File: config.mk
export PLATFORM = sky130hd
export DESIGN_NAME = baud_gen_frac
export DESIGN_NICKNAME = d
export VERILOG_FILES = /design/src/rtl/baud_gen_frac.sv
export SDC_FILE = /design/constraint.sdc
export NUM_CORES = 1
export LEC_CHECK = 0
export ABC_AREA = 1
export CORE_MARGIN = 2
export CORE_UTILIZATION = 41
export CTS_CLUSTER_SIZE = 25
export DETAILED_ROUTE_END_ITERATION = 12
export SLEW_MARGIN = 15
export SYNTH_ARGS = -nofsm -noshare
export SYNTH_HDL_FRONTEND = slang
export SYNTH_SLANG_ARGS = --single-unit
File: constraint.sdc
create_clock -name clk -period 6.2 [get_ports clk]
set_clock_uncertainty 0.2 [all_clocks]
set_input_delay 1.24 -clock clk [delete_from_list [all_inputs] [get_ports clk]]
set_output_delay 1.24 -clock clk [all_outputs]
set_load 0.02 [all_outputs]
File: src/rtl/baud_gen_frac.sv
// Fractional UART baud generator.
// Produces an oversample tick (os_tick) every divisor(+carry) clocks and a bit
// tick (baud_tick) on every OSR-th oversample tick, plus the oversample phase.
// Optional feature macro: BAUD_FRAC_EN adds the fractional accumulator; when it
// is undefined the frac port is ignored and every period is divisor_reg clocks.
module baud_gen_frac #(
    parameter int unsigned DIV_W     = 16,
    parameter int unsigned FRAC_W    = 4,
    parameter int unsigned OSR       = 16,
    parameter int unsigned RESET_DIV = 651
) (
    input  logic                    clk,
    input  logic                    rst,
    input  logic                    enable,
    input  logic                    load_divisor,
    input  logic [DIV_W-1:0]        divisor,
    input  logic [FRAC_W-1:0]       frac,
    output logic                    os_tick,
    output logic                    baud_tick,
    output logic [$clog2(OSR)-1:0]  os_phase,
    output logic                    active
);

    localparam int unsigned        PH_W        = $clog2(OSR);
    localparam logic [DIV_W-1:0]   ResetDivV   = DIV_W'(RESET_DIV);
    localparam logic [PH_W-1:0]    PhaseLast   = PH_W'(OSR - 1);

    logic [DIV_W-1:0] div_q;
    logic [DIV_W-1:0] cnt_q;
    logic [PH_W-1:0]  phase_q;
    logic             os_tick_q;
    logic             baud_tick_q;

    logic             run;
    logic             extra;       // one extra clock in the current period
    logic [DIV_W:0]   period_m1;   // P-1, one bit wider so 2^DIV_W-1 + 1 fits
    logic             period_end;

    assign run        = enable && (div_q != '0);
    assign period_m1  = {1'b0, div_q} + {{DIV_W{1'b0}}, extra} - (DIV_W+1)'(1);
    assign period_end = run && ({1'b0, cnt_q} == period_m1);

`ifdef BAUD_FRAC_EN
    logic [FRAC_W-1:0] frac_q;
    logic [FRAC_W-1:0] acc_q;
    logic              extra_q;
    logic [FRAC_W:0]   acc_sum;

    assign acc_sum = {1'b0, acc_q} + {1'b0, frac_q};
    assign extra   = extra_q;

    // Fractional accumulator: its carry stretches the following period by one clock.
    always_ff @(posedge clk or posedge rst) begin
        if (rst) begin
            frac_q  <= '0;
            acc_q   <= '0;
            extra_q <= 1'b0;
        end else if (load_divisor) begin
            frac_q  <= frac;
            acc_q   <= '0;
            extra_q <= 1'b0;
        end else if (period_end) begin
            acc_q   <= acc_sum[FRAC_W-1:0];
            extra_q <= acc_sum[FRAC_W];
        end
    end
`else
    logic unused_frac;

    assign extra       = 1'b0;
    assign unused_frac = ^frac;
`endif

    // Divisor register, period counter, oversample phase and registered ticks.
    always_ff @(posedge clk or posedge rst) begin
        if (rst) begin
            div_q       <= ResetDivV;
            cnt_q       <= '0;
            phase_q     <= '0;
            os_tick_q   <= 1'b0;
            baud_tick_q <= 1'b0;
        end else if (load_divisor) begin
            // Abandon the current bit: restart counting, suppress any tick.
            div_q       <= divisor;
            cnt_q       <= '0;
            phase_q     <= '0;
            os_tick_q   <= 1'b0;
            baud_tick_q <= 1'b0;
        end else begin
            os_tick_q   <= period_end;
            baud_tick_q <= period_end && (phase_q == PhaseLast);
            if (period_end) begin
                cnt_q   <= '0;
                phase_q <= (phase_q == PhaseLast) ? '0 : phase_q + PH_W'(1);
            end else if (run) begin
                cnt_q   <= cnt_q + DIV_W'(1);
            end
        end
    end

    assign os_tick   = os_tick_q;
    assign baud_tick = baud_tick_q;
    assign os_phase  = phase_q;
    assign active    = run;

endmodule

# [Yosys cells after proc, flatten, opt, wreduce, memory -nomap -nowiden]
# Index checks and enable logic that the tools add are counted.
[word_totals] out_inout_bits=7 ff_bits=38
[classes] add_sub_neg=3 eq_ne=2 n_mux=8 n_reduce_logical=6
[op_table] op="$mux W16" count=3
[op_table] op="$eq A16 B17 Y1" count=1
[op_table] op="$sub A16 B1 Y17 const B" count=1
[op_table] op="$add A16 B1 Y16 const B" count=1
[op_table] op="$reduce_bool A16 Y1" count=1
[op_table] op="$mux W4" count=3
[op_table] op="$add A4 B1 Y4 const B" count=1
[op_table] op="$eq A4 B4 Y1 const B" count=1
[op_table] op="$logic_and A1 B1 Y1" count=3
[op_table] op="$reduce_bool A3 Y1" count=1
[op_table] op="$mux W1" count=2
[op_table] op="$reduce_bool A2 Y1" count=1

# [Logic depth before layout (Yosys ltp)]
[logic_depth] word_depth=5 ltp_mapped=14 ltp_nobuf=14

# [Least setup slack after synthesis]
# No wires, ideal clock.
[synth_path] path_kind="input-to-output" from="input enable" to="output active" setup_slack_ns=3.245 stages=2 arrival_ns=1.515 required_time_ns=4.760 path_buffers=0 path_cell_list="nand2_1 inv_1"
[synth_via] elab_chain_cells=1
[synth_rtl] element="from (decl)" line_no="14" rtl="input logic enable,"
[synth_rtl] element="$logic_and A1 B1 Y1" line_no="39" rtl="assign run = enable && (div_q != '0);"
[synth_rtl] element="to (decl)" line_no="21" rtl="output logic active"
# Every way passes these cells.

# [Worst setup path after layout]
# Ends and elaborated chain as after synthesis.

==> results.cfg <==
[run_status]
status = complete, no violations

[logic_synthesis]
synth_seq_cells = 38
postSynthAreaPerCell_um2 = 7.13
synth_nets = 366
syn_inst = 338
yosysWarnings = 0
synth_edf_count = 0
ys_seq_area_share_pct = 39.7
syn-cell-area_um2 = 2410
synthArstFlopShare_pct = 100
synth_top_flop_cell = dfrtp_1
ys_types = 27

[drt]
via_per_inst = 4.75
drt_iter0_drc = 110
drt_first_pass_iters = 4
avgRoutedWirePerCell_um = 12.1
wl_um = 5350
ant_nets = 0
drc = 0
vias = 2101

[job]
maxCapViolations = 0

[grt]
gr-usage-all-layers_pct = 18.7
grt_pass1_wl_um = 9430
grt_max_degree = 39
grt_antenna_before_repair = 0
overflow = 0
grt_pass1_vias = 2019

[worst_setup_path]
cp-start-kind = primary input
slowest_delay_ps = 640
worst_path_most_repeated_cell = clkdlybuf4s50_1
timing.critical_path.arrival_ps = 2630
r2r-start = div_q[0]
crit_start = enable
crit_required_ps = 4760
cp_max_fo = 6
crit_family = buffers and inverters
worst-path-buf-inv = 3
crit_chain = clkdlybuf4s50_1 -> nand2_1 -> inv_1 -> clkdlybuf4s50_1
criticalPathCategory = primary input to output pin
cp-end-kind = output pin
crit_slowest_cell = clkdlybuf4s50_1

[power]
vdd_drop_max_uv = 130
seq_power_share_pct = 44.3
power_leakage_nw = 1.34
p_switching_mw = 0.161
clock_power_share_pct = 41.1
swShare_pct = 25.9
internal_power_mw = 0.460
p_comb_share_pct = 14.7
pwr_density_cell_nw_per_um2 = 215

[clocking]
clk_pin_slew_ps = 70
cts_setup_buffers = 0
cts.sinks = 38
clockBufferDepth = 2
cts_tree = built
postCtsHoldBufs = 0
cts_buffers = 5
insertion_delay_ps = 290
cts_resized = 0
root_buffer = clkbuf_8
cts_max_level = 2

[floorplanning]
die_y_um = 80.6
core_um2 = 5570
die_w_um = 80.6
row_count = 27
initial_core_util_pct = 43.2
io_pins = 31
dieArea_um2 = 6500

[min_path]
hold_path_class = register to register
worstHoldStart = div_q[7]

[cells_and_area]
layout-drive-gt1-share_pct = 10.3
syn2layout_area_growth_pct = 19.7
fillers = 574
num_antenna_cells = 0
finalNonFillerCells = 442
fin_nets = 397

[placed_design]
dpl.cell_count = 434
place_congestion = 0.822
numPortBuffers = 26
dp_hpwl_um = 3940

[sta]
rsz0062_at_grt = false
fin_crit_sh_pct = 65.6
hold_viol = 0
finalSetupViolCount = 0
maxSlewViolCount = 0
relSlewSlack_pct = 66.6
worst_pin_slew_ps = 502
tns_ps = 0
min_period_ps = 4070
max_freq_ghz = 0.246
[synthesized netlist by cell type, types with 3 or more instances]
cell | instances | area share, %
nand2_2 | 3 | 0.78
inv_1 | 30 | 4.7
nor2_1 | 37 | 5.8
nor2_4 | 3 | 1.4
o21ai_0 | 18 | 3.7
xor2_1 | 13 | 4.7
clkbuf_1 | 3 | 0.47
dfstp_2 | 5 | 5.5
nand2_1 | 125 | 19
dfrtp_1 | 33 | 34
ha_1 | 4 | 2.1
nand4_1 | 3 | 0.78
nor2_2 | 11 | 2.9
nand3_1 | 24 | 5.0
xnor2_1 | 9 | 3.3
[power groups by stage]
stage	clock (mW)	sequential, mW	combinational (mW)
floorplan	0	0.275	0.0658
global placement	0	0.279	0.0906
detailed placement	0	0.280	0.0915
CTS	0.261	0.275	0.0920
global route	0.273	0.277	0.105
finish	0.255	0.275	0.0910
[kinds of logic (layout without fill, tap and decap cells)]
family	after synthesis	count (layout)	synth area share (%)
adder cells (fa/ha/maj)	4	4	2.08
flip-flops	38	38	39.7
AND/OR/NAND/NOR	214	214	38.5
AO/OA/AOI/OAI	23	23	5.20
buffers and inverters	37	69	6.49
XOR/XNOR	22	22	8.00
[metal layers]
layer / vias to the layer above / share of wire, % / track usage [%] / routed length (um)
li1: 1116 / - / - / -
met1: 952 / 52 / 26.7 / 2780
met2: 28 / 44 / 29.6 / 2370
met3: 5 / 3.0 / 3.37 / 158
met4: 0 / 0.82 / 4.07 / 44
met5: - / 0 / 0 / 0
[worst min-delay path, delay by kind of cell, from the launching register on]
| family | cells | cell delay, ps |
|---|---|---|
| flip-flops | 1 | 390 |
| AND/OR/NAND/NOR | 2 | 100 |
[state kept, by name, summed over array words and instances (netlist names)]
| signal | cells |
|---|---|
| baud_tick | 1 |
| cnt_q | 16 |
| div_q | 16 |
| os_tick | 1 |
| os_phase | 4 |
[cell usage in the layout (no fill, tap or decap), types with 4 or more instances in the layout]
master,count
xnor2_1,9
nor2_2,11
xor2_1,13
ha_1,4
nand3_1,24
nor2_1,37
dfstp_2,5
clkbuf_8,5
dfrtp_1,33
o21ai_0,18
nand2_1,125
inv_1,30
clkdlybuf4s50_1,26
[through the flow]
stage	worst slack (ps)	instance area (um2)	util [%]	hold slack (ps)	total power [mW]
finish	2130	2880	51.7	300	0.621
global route	2070	2880	51.7	314	0.655
global placement	2120	2750	49.2	284	0.370
CTS	2130	2880	51.7	304	0.628
detailed placement	2150	2750	49.2	289	0.371
floorplan	3240	2410	-	265	0.341
[final timing paths]
check                            end  slack (ps)  cells after the start
max                           active        2130                      4
min                         div_q[7]         300                      2
max reg2reg                 cnt_q[9]        3610                     13
min reg2reg                 div_q[7]         300                      2
max in group asynchronous   div_q[7]        4260                      3
min in group asynchronous  div_q[15]        1150                      3
[final cells by class]
class                      count  area, um2  area share [%]
multi-input combinational    263       1290            44.9
sequential                    38        957            33.2
timing repair buffer          29        283            9.81
inverter                      32        120            4.17
tap                           72       90.1            3.13
clock buffer                   5       68.8            2.39
clock inverter                 3       68.8            2.39
Note: power is estimated with default switching activity, not from simulation.
